$ cat src/rtl/mem_access_unit_pkg.sv
// mem_access_unit_pkg
//   Shared definitions for the memory-stage access unit: access size
//   encodings, FSM state type, byte-enable width and the alignment rule.
package mem_access_unit_pkg;

  localparam logic [1:0] SZ_BYTE = 2'b00;
  localparam logic [1:0] SZ_HALF = 2'b01;
  localparam logic [1:0] SZ_WORD = 2'b10;  // 2'b11 is also treated as a word

  localparam int BYTE_EN_W = 4;

  typedef enum logic [1:0] {
    ST_IDLE     = 2'd0,
    ST_REQ      = 2'd1,
    ST_WAIT_RSP = 2'd2,
    ST_DONE     = 2'd3
  } mau_state_e;

  // Byte accesses are always aligned; halves need addr[0]=0; words need addr[1:0]=0.
  function automatic logic is_aligned(input logic [1:0] size, input logic [1:0] addr_lo);
    logic ok;
    case (size)
      SZ_BYTE: ok = 1'b1;
      SZ_HALF: ok = ~addr_lo[0];
      default: ok = (addr_lo == 2'b00);
    endcase
    return ok;
  endfunction

endpackage

$ cat src/rtl/mem_access_unit_load_align.sv
// load_align_unit
//   Combinational load lane select and extension.
//   addr_lo     : byte offset of the access within the word
//   size        : SZ_BYTE / SZ_HALF / word
//   is_unsigned : 1 = zero-extend, 0 = sign-extend
//   rdata       : raw word returned by data memory
//   data        : lane-selected, extended load value
module load_align_unit
  import mem_access_unit_pkg::*;
#(
  parameter int DATA_WIDTH = 32
) (
  input  logic [1:0]            addr_lo,
  input  logic [1:0]            size,
  input  logic                  is_unsigned,
  input  logic [DATA_WIDTH-1:0] rdata,
  output logic [DATA_WIDTH-1:0] data
);

  logic [DATA_WIDTH-1:0] shifted;
  logic                  fill;

  always_comb begin
    // Move the addressed lane down to bit 0.
    shifted = rdata >> {addr_lo, 3'b000};
    fill    = 1'b0;
    data    = rdata;
    case (size)
      SZ_BYTE: begin
        fill = ~is_unsigned & shifted[7];
        data = {{(DATA_WIDTH-8){fill}}, shifted[7:0]};
      end
      SZ_HALF: begin
        fill = ~is_unsigned & shifted[15];
        data = {{(DATA_WIDTH-16){fill}}, shifted[15:0]};
      end
      default: data = rdata;
    endcase
  end

endmodule

$ cat src/rtl/mem_access_unit.sv
// mem_access_unit
//   Memory stage between EX/MEM and MEM/WB. Issues one valid/ready request
//   per aligned load/store, aligns and byte-enables stores, extends load
//   data, stalls the upstream pipeline while an access is outstanding and
//   shows a bubble to MEM/WB until the access completes.
//
//   Handshake: a request transfers on a rising clock edge where
//   dmem_req_valid && dmem_req_ready. While valid is high and ready is low,
//   write/addr/wdata/byte_en stay stable (the stall freezes EX/MEM).
//   dmem_rsp_valid is honoured only in ST_WAIT_RSP.
//
//   Ports:
//     clock, reset (async, active-low)
//     mem_*          : stage control/data from EX/MEM
//     dmem_*         : data-memory request/response port
//     mem_stall      : freezes PC, IF/ID, ID/EX, EX/MEM
//     out_*          : toward MEM/WB
//     mem_misaligned : one-cycle pulse for a misaligned access
//     wait_cycles    : saturating count of stalled cycles
//     dbg_state      : current FSM state
//     dbg_core       : core index, for tracing
module mem_access_unit
  import mem_access_unit_pkg::*;
#(
  parameter int CORE         = 0,
  parameter int DATA_WIDTH   = 32,
  parameter int ADDRESS_BITS = 20
) (
  input  logic                    clock,
  input  logic                    reset,
  input  logic                    mem_regWrite,
  input  logic                    mem_memRead,
  input  logic                    mem_memWrite,
  input  logic [1:0]              mem_size,
  input  logic                    mem_unsigned,
  input  logic [4:0]              mem_rd,
  input  logic [DATA_WIDTH-1:0]   mem_ALU_result,
  input  logic [DATA_WIDTH-1:0]   mem_store_data,
  output logic                    dmem_req_valid,
  input  logic                    dmem_req_ready,
  output logic                    dmem_req_write,
  output logic [ADDRESS_BITS-1:0] dmem_addr,
  output logic [DATA_WIDTH-1:0]   dmem_wdata,
  output logic [BYTE_EN_W-1:0]    dmem_byte_en,
  input  logic                    dmem_rsp_valid,
  input  logic [DATA_WIDTH-1:0]   dmem_rdata,
  output logic                    mem_stall,
  output logic                    out_regWrite,
  output logic                    out_memRead,
  output logic [4:0]              out_rd,
  output logic [DATA_WIDTH-1:0]   out_ALU_result,
  output logic [DATA_WIDTH-1:0]   out_memory_data,
  output logic                    mem_misaligned,
  output logic [31:0]             wait_cycles,
  output logic [1:0]              dbg_state,
  output logic [31:0]             dbg_core
);

  mau_state_e            state, state_next;
  logic [1:0]            addr_lo;
  logic                  is_mem_op, is_load, aligned, access_present, misaligned;
  logic [DATA_WIDTH-1:0] load_q, load_ext;

  assign addr_lo        = mem_ALU_result[1:0];
  assign is_mem_op      = mem_memRead | mem_memWrite;
  // Read wins when both read and write are set.
  assign is_load        = mem_memRead;
  assign aligned        = is_aligned(mem_size, addr_lo);
  assign access_present = is_mem_op & aligned;
  assign misaligned     = is_mem_op & ~aligned;

  // State register
  always_ff @(posedge clock or negedge reset) begin
    if (!reset) state <= ST_IDLE;
    else        state <= state_next;
  end

  // Next state and handshake/stall outputs. Outputs are gated by reset so
  // nothing leaks out while reset is held, even if an access is presented.
  always_comb begin
    state_next     = state;
    dmem_req_valid = 1'b0;
    mem_stall      = 1'b0;
    case (state)
      ST_IDLE: begin
        mem_stall = access_present;
        if (access_present) state_next = ST_REQ;
      end
      ST_REQ: begin
        dmem_req_valid = 1'b1;
        // A store finishes in its acceptance cycle, so the stall drops there.
        mem_stall      = is_load | ~dmem_req_ready;
        if (dmem_req_ready) state_next = is_load ? ST_WAIT_RSP : ST_IDLE;
      end
      ST_WAIT_RSP: begin
        mem_stall = 1'b1;
        if (dmem_rsp_valid) state_next = ST_DONE;
      end
      ST_DONE: state_next = ST_IDLE;
      default: state_next = ST_IDLE;
    endcase
    mem_stall      = mem_stall & reset;
    dmem_req_valid = dmem_req_valid & reset;
  end

  // Store lane placement
  always_comb begin
    dmem_byte_en = 4'b1111;
    dmem_wdata   = mem_store_data;
    case (mem_size)
      SZ_BYTE: begin
        dmem_byte_en = 4'b0001 << addr_lo;
        dmem_wdata   = {(DATA_WIDTH/8){mem_store_data[7:0]}};
      end
      SZ_HALF: begin
        dmem_byte_en = 4'b0011 << addr_lo;
        dmem_wdata   = {(DATA_WIDTH/16){mem_store_data[15:0]}};
      end
      default: begin
        dmem_byte_en = 4'b1111;
        dmem_wdata   = mem_store_data;
      end
    endcase
  end

  assign dmem_req_write = mem_memWrite & ~mem_memRead;
  assign dmem_addr      = mem_ALU_result[ADDRESS_BITS+1:2];

  load_align_unit #(
    .DATA_WIDTH(DATA_WIDTH)
  ) u_load_align (
    .addr_lo    (addr_lo),
    .size       (mem_size),
    .is_unsigned(mem_unsigned),
    .rdata      (dmem_rdata),
    .data       (load_ext)
  );

  always_ff @(posedge clock or negedge reset) begin
    if (!reset) begin
      load_q <= '0;
    end else if (state == ST_WAIT_RSP && dmem_rsp_valid) begin
      load_q <= load_ext;
    end
  end

  always_ff @(posedge clock or negedge reset) begin
    if (!reset) begin
      wait_cycles <= '0;
    end else if (mem_stall && wait_cycles != 32'hFFFF_FFFF) begin
      wait_cycles <= wait_cycles + 32'd1;
    end
  end

  // Misaligned ops never leave IDLE, so the pulse lasts the single cycle
  // the op sits in the stage.
  assign mem_misaligned  = reset & misaligned & (state == ST_IDLE);
  assign out_regWrite    = reset & mem_regWrite & ~mem_stall & ~misaligned;
  assign out_memRead     = mem_memRead;
  assign out_rd          = mem_rd;
  assign out_ALU_result  = mem_ALU_result;
  assign out_memory_data = (state == ST_DONE) ? load_q : '0;

  assign dbg_state = state;
  assign dbg_core  = 32'(CORE);

endmodule

$ cat config.mk
export PLATFORM = sky130hd
export DESIGN_NAME = mem_access_unit
export DESIGN_NICKNAME = d
export VERILOG_FILES = /design/src/rtl/mem_access_unit_pkg.sv /design/src/rtl/mem_access_unit_load_align.sv /design/src/rtl/mem_access_unit.sv
export SDC_FILE = /design/constraint.sdc
export NUM_CORES = 1
export LEC_CHECK = 0
export BUFFER_PORTS_ARGS = -buffer_cell sky130_fd_sc_hd__buf_2
export CORE_AREA = 2 2 120 122
export CTS_CLUSTER_DIAMETER = 30
export CTS_CLUSTER_SIZE = 8
export DETAILED_ROUTE_END_ITERATION = 8
export DIE_AREA = 0 0 122 124
export PLACE_DENSITY_LB_ADDON = 0.05
export SLEW_MARGIN = 20
export SYNTH_ARGS = -nofsm -noshare
export SYNTH_HDL_FRONTEND = slang
export SYNTH_SLANG_ARGS = --single-unit
export TNS_END_PERCENT = 20
$ cat constraint.sdc
create_clock -name clock -period 2.09 [get_ports clock]
set_input_delay 0 -clock clock [delete_from_list [all_inputs] [get_ports clock]]
set_output_delay 0 -clock clock [all_outputs]
set_load 0.005 [all_outputs]
==> results.json, run 1 <==
{
  "clockPowerShare_pct": 28.4,
  "combPwrFrac_pct": 33.5,
  "port-buffer-count": 185,
  "internal-power_mw": 3.299,
  "grt_pass1_wl_mm": 21.96,
  "area_growth_pct": 20.22,
  "worstSetupPathType": "reg -> reg",
  "drc": 0,
  "dieArea_mm2": 0.01513,
  "power_leakage_nw": 3.054,
  "setup_viol": 0,
  "most-common-layout-cells": "buf_2, dfrtp_1, nand2_1",
  "maxCapViolations": 0,
  "core_mm2": 0.01372,
  "finalInstanceArea_mm2": 0.006012,
  "finalWorstPathRequiredPeriod_ps": 1853,
  "clock_latency_ps": 330,
  "finalPower_mw": 5.111,
  "async_reset_ff_share_pct": 100.0,
  "p_seq_share_pct": 38.2,
  "initial_core_util_pct": 36.45,
  "layout_commonest_cell": "buf_2",
  "cts_sinks": 66,
  "fin_ws_ps": 236.7,
  "place_congestion": 0.8766,
  "avgSynthCellArea_um2": 8.637,
  "switchingPower_mw": 1.812,
  "grt_pass1_vias": 4087,
  "crit_start": "wait_cycles[7]",
  "post-cts-setup-buffers": 0,
  "drive_gt1_share_pct": 36.12,
  "hp-class": "in -> out",
  "ys.flop_type": "dfrtp_1",
  "cts-root-buf": "clkbuf_16",
  "fillCellCount": 1401,
  "final_cell_count_no_fill": 897,
  "synth-seq-area-share_pct": 33.02,
  "drtIter0Drc": 265,
  "dp_hpwl_mm": 11.00,
  "whs_ps": 0.002307,
  "dp_cells": 861,
  "track_usage_pct": 18.85,
  "synthCells": 579,
  "finalSetupTns_ps": 0,
  "final-hold-violation-count": 0,
  "yosys_warnings": 0,
  "final_antenna_net_count": 0,
  "routedWlPerCell_um": 15.89,
  "dr.pass1.iters": 5,
  "timing.fmax_mhz": 539.6,
  "post-route-util_pct": 43.82,
  "synth_edf_count": 0,
  "post-place-ws_ps": 228.7,
  "cts_tree": "built",
  "via_per_inst": 4.867,
  "grt-ovfl-total": 0,
  "htree_levels": 3,
  "rows": 43,
  "relSlewSlack_pct": 58.43,
  "switching_share_pct": 35.45,
  "ios": 308,
  "antenna_cells": 0,
  "skew_ps": 4.885,
  "multi_input_comb_area_mm2": 0.002556,
  "cp-end-kind": "flop",
  "fp.dieW_um": 122,
  "num_vias": 4366,
  "ys_seq_elements": 66,
  "synth_area_mm2": 0.005001,
  "final_max_slew_viol_count": 0,
  "cp_max_fo": 6,
  "numCtsBuffers": 9,
  "critPathLaunchType": "flop",
  "status": "completed",
  "seqCellArea_mm2": 0.001652,
  "r2r_start": "wait_cycles[7]",
  "antenna_found_initial": 0,
  "cp.required_ps": 2300,
  "rsz0062_at_grt": "no",
  "clkSlewWorstSetupHoldPaths_ps": 60,
  "arrival_ps": 2070,
  "grt_max_degree": 44,
  "peakVddDrop_v": 0.0004045,
  "worstHoldStart": "mem_ALU_result[28]",
  "wl_mm": 14.25,
  "period_share_pct": 88.67,
  "clock_path_buffers": 2,
  "p_per_area_mw_per_mm2": 850.2,
  "final_nets": 824,
  "worst_pin_slew_ps": 621.3,
  "dpl_cell_area_mm2": 0.005522,
  "ys_types": 46,
  "fp.dieH_um": 124
}
## critical path, cell delays in order, from the launching register on
cell,delay (ps)
dfrtp_1,440
nand4_1,210
nand4bb_4,390
nand2b_4,240
nand2_1,120
mux2_2,330
## routing by layer
layer	vias up	wire (um)	global-route usage [%]	share of wire [%]
li1	2140	-	-	-
met1	2027	5765	22.37	40
met2	188	7334	33.69	51
met3	11	1023	5.266	7.2
met4	0	127	4.598	0.89
met5	-	0	0	0
## cell usage after synthesis, drive strengths merged, types with 18 or more instances
cell,instances,area (um2)
nor2,49,183.9
nand4,19,148.9
and3,40,250.2
nand3,21,130.1
nand2,60,225.2
dfrtp,66,1652
buf,111,820.8
a21oi,30,153.9
clkbuf,21,78.83
xnor2,28,245.2
mux2,18,202.7
o21ai,27,138.9
## cell type report
| cell class | instances | share of cell area (%) |
|---|---|---|
| Clock buffer | 11 | 4.204 |
| Clock inverter | 5 | 0.6243 |
| Inverter | 4 | 0.2497 |
| Multi-Input combinational cell | 408 | 42.52 |
| Sequential cell | 66 | 27.47 |
| Tap cell | 180 | 3.746 |
| Timing Repair Buffer | 223 | 21.19 |
## cells by family (layout without fill, tap and decap cells)
kind of cell	after synthesis	after routing	share of synthesized area (%)
muxes	29	29	6.255
buffers and inverters	136	243	18.29
AOI/OAI and AO/OA	84	84	9.957
adders and majority gates	1	1	0.2501
DFF	66	66	33.02
other	1	32	0.07498
xor gates and xnor gates	30	30	5.254
and+or+nand+nor	232	232	26.90
## registers in the layout (all words and copies together), names as in the netlist, named ones only
| register | cells |
|---|---|
| dbg_state | 1 |
| load_q | 32 |
| wait_cycles | 32 |
## power by group through the flow
stage	combinational, mW	clock [mW]	sequential (mW)
after CTS	1.74	1.50	1.96
after floorplan	1.19	0	1.90
after global placement	1.70	0	1.96
after global routing	1.95	1.55	2.02
final	1.71	1.45	1.95
after detailed placement	1.71	0	1.98
## final timing paths
path                                      endpoint  slack (ps)  depth (start not counted)
worst min-delay path            out_ALU_result[28]       0.002                          0
max in group asynchronous               load_q[26]         910                          4
worst min register to register           load_q[5]         480                          2
min in group asynchronous          wait_cycles[20]         300                          3
worst max-delay path                wait_cycles[1]         240                          5
worst max register to register      wait_cycles[1]         240                          5
## repair_timing
action,4_1_cts,5_1_grt
hold buffers,20,0
resized for setup,0,0
hold endpoints to repair,47,0
No activity file was read; power rests on OpenSTA's default activity.
==> run 2: changes to the inputs <==
--- a/config.mk
+++ b/config.mk
@@ -6,11 +6,12 @@
 export NUM_CORES = 1
 export LEC_CHECK = 0
 export BUFFER_PORTS_ARGS = -buffer_cell sky130_fd_sc_hd__buf_2
-export CORE_AREA = 2 2 120 122
+export CORE_AREA = 2 2 118 120
 export CTS_CLUSTER_DIAMETER = 30
 export CTS_CLUSTER_SIZE = 8
 export DETAILED_ROUTE_END_ITERATION = 8
-export DIE_AREA = 0 0 122 124
+export DIE_AREA = 0 0 120 122
+export GPL_ROUTABILITY_DRIVEN = 0
 export PLACE_DENSITY_LB_ADDON = 0.05
 export SLEW_MARGIN = 20
 export SYNTH_ARGS = -nofsm -noshare
==> constraint.sdc (replaced) <==
create_clock -name clock -period 2.2 [get_ports clock]
set_input_delay 0 -clock clock [delete_from_list [all_inputs] [get_ports clock]]
set_output_delay 0 -clock clock [all_outputs]
set_load 0.005 [all_outputs]
==> run 2 against run 1 <==
Effect of this change:
- design area rose by 0.85%
- register-to-register slack barely moved
- global-route usage rose by 1.3 points
- worst setup slack got worse by 5.2 ps
- combinational power fell by 4%
- flip-flop and latch count did not move
- utilization rose by 1.1 points
- via count rose by 1.9%
- first-iteration DRC count rose by 8.7%
- critical path type unchanged
- largest power group unchanged
==> results.json, run 2 (synthesis results as in run 1) <==
{
  "final_nets": 825,
  "cp.buffers_inverters": 0,
  "worstReg2RegEnd": "wait_cycles[1]",
  "ios": 308,
  "p_per_area_mw_per_mm2": 830.9,
  "antenna_found_initial": 1,
  "drtIter0Drc": 288,
  "setup_viol": 0,
  "max_stage_delay_ps": 440,
  "grt-ovfl-total": 0,
  "drc": 0,
  "cts-root-buf": "clkbuf_16",
  "slowest_stage": "dfrtp_1",
  "area_growth_pct": 21.24,
  "finalSetupTns_ps": 0,
  "final-hold-violation-count": 0,
  "final_antenna_net_count": 0,
  "clock_path_buffers": 2,
  "maxCapViolations": 0,
  "reg2reg_depth": 5,
  "via_per_inst": 4.954,
  "skew_ps": 6.706,
  "timing.fmax_mhz": 508.0,
  "cp_max_fo": 21,
  "crit_chain": "nand4_1, nand4bb_4, nand2b_4, nand2_1, mux2_2",
  "relSlewSlack_pct": 57.95,
  "grt_pass1_vias": 4340,
  "hp-class": "in -> out",
  "critPathLaunchType": "flop",
  "wl_mm": 15.07,
  "peakVddDrop_v": 0.0004227,
  "core_mm2": 0.01350,
  "worstHoldStart": "mem_ALU_result[2]",
  "status": "completed",
  "htree_levels": 3,
  "num_vias": 4449,
  "fp.dieW_um": 120,
  "fp.dieH_um": 122,
  "clkSlewWorstSetupHoldPaths_ps": 50,
  "post-cts-setup-buffers": 0,
  "period_share_pct": 89.48,
  "port-buffer-count": 185,
  "dp_hpwl_mm": 11.40,
  "fin_ws_ps": 231.5,
  "r2r_start": "wait_cycles[7]",
  "min_to": "dmem_addr[0]",
  "dr.pass1.iters": 4,
  "numCtsBuffers": 9,
  "grt_pass1_wl_mm": 22.94,
  "cts_sinks": 66,
  "clock_latency_ps": 340,
  "whs_ps": 0.002060,
  "post-place-ws_ps": 248.2,
  "power_leakage_nw": 3.069,
  "rsz0062_at_grt": "no",
  "post-route-util_pct": 44.90,
  "final_max_slew_viol_count": 0,
  "cts_tree": "built",
  "worstSetupPathType": "reg -> reg",
  "most-common-layout-cells": "buf_2, dfrtp_1, nand2_1",
  "grt_max_degree": 42,
  "layout_commonest_cell": "buf_2",
  "cp.required_ps": 2420,
  "rrSetupSlack_ps": 230,
  "arrival_ps": 2190,
  "drive_gt1_share_pct": 35.29,
  "whs_path_depth": 0,
  "initial_core_util_pct": 37.03,
  "routedWlPerCell_um": 16.78,
  "finalWorstPathRequiredPeriod_ps": 1968,
  "crit_family": "simple AND/OR/NAND/NOR gates",
  "dieArea_mm2": 0.01464,
  "cp-end-kind": "flop",
  "worst_pin_slew_ps": 629.4,
  "track_usage_pct": 20.18,
  "rows": 43
}
-- run 2: worst max path at each step --
stage,startpoint,end,slack [ps],cells past startpoint
after floorplan,wait_cycles[0],wait_cycles[1],380,6
after global placement,wait_cycles[0],wait_cycles[1],290,6
after detailed placement,wait_cycles[7],wait_cycles[1],250,5
after CTS,wait_cycles[7],wait_cycles[1],240,5
after global routing,wait_cycles[0],wait_cycles[1],80,6
final,wait_cycles[7],wait_cycles[1],230,5
-- run 2: routing by layer --
metal | track usage [%] | vias to the layer above | part of all wire (%)
li1 | - | 2139 | -
met1 | 23.61 | 2097 | 40
met2 | 35.87 | 187 | 51
met3 | 4.026 | 26 | 5.6
met4 | 8.676 | 0 | 2.6
met5 | 0 | - | 0
-- run 2: stage by stage --
stage          area, um2  power, mW  instances
3_5_place_dp        5492      3.492        857
6_report            6063      5.038        898
2_1_floorplan       5117      2.935        610
5_1_grt             6063      5.377        898
3_3_place_gp        5492      3.469        857
4_1_cts             6061      5.104        897
-- run 2: final cells by class --
class	instances	area [um2]
flip-flops and latches	66	1652
multi-input cells	408	2556
repair buffers	224	1294
well taps	180	225.2
inverters	4	15.01
clock buffers	11	242.7
clock inverters	4	76.32
fillers	1381	7441
diodes	1	2.502
-- run 2: timing repair --
action / CTS / global route
endpoints found under the hold margin: 91 / 0
setup endpoints to repair: 0 / 0
hold buffers: 25 / 0
resized for setup: 0 / 0
-- run 2: report_power, final --
part | total (mW) | internal [mW] | switching [mW] | leakage, nW
Sequential | 1.83 | 1.58 | 0.253 | 0.834
Combinational | 1.65 | 0.718 | 0.935 | 2.08
Clock | 1.55 | 1.02 | 0.532 | 0.152
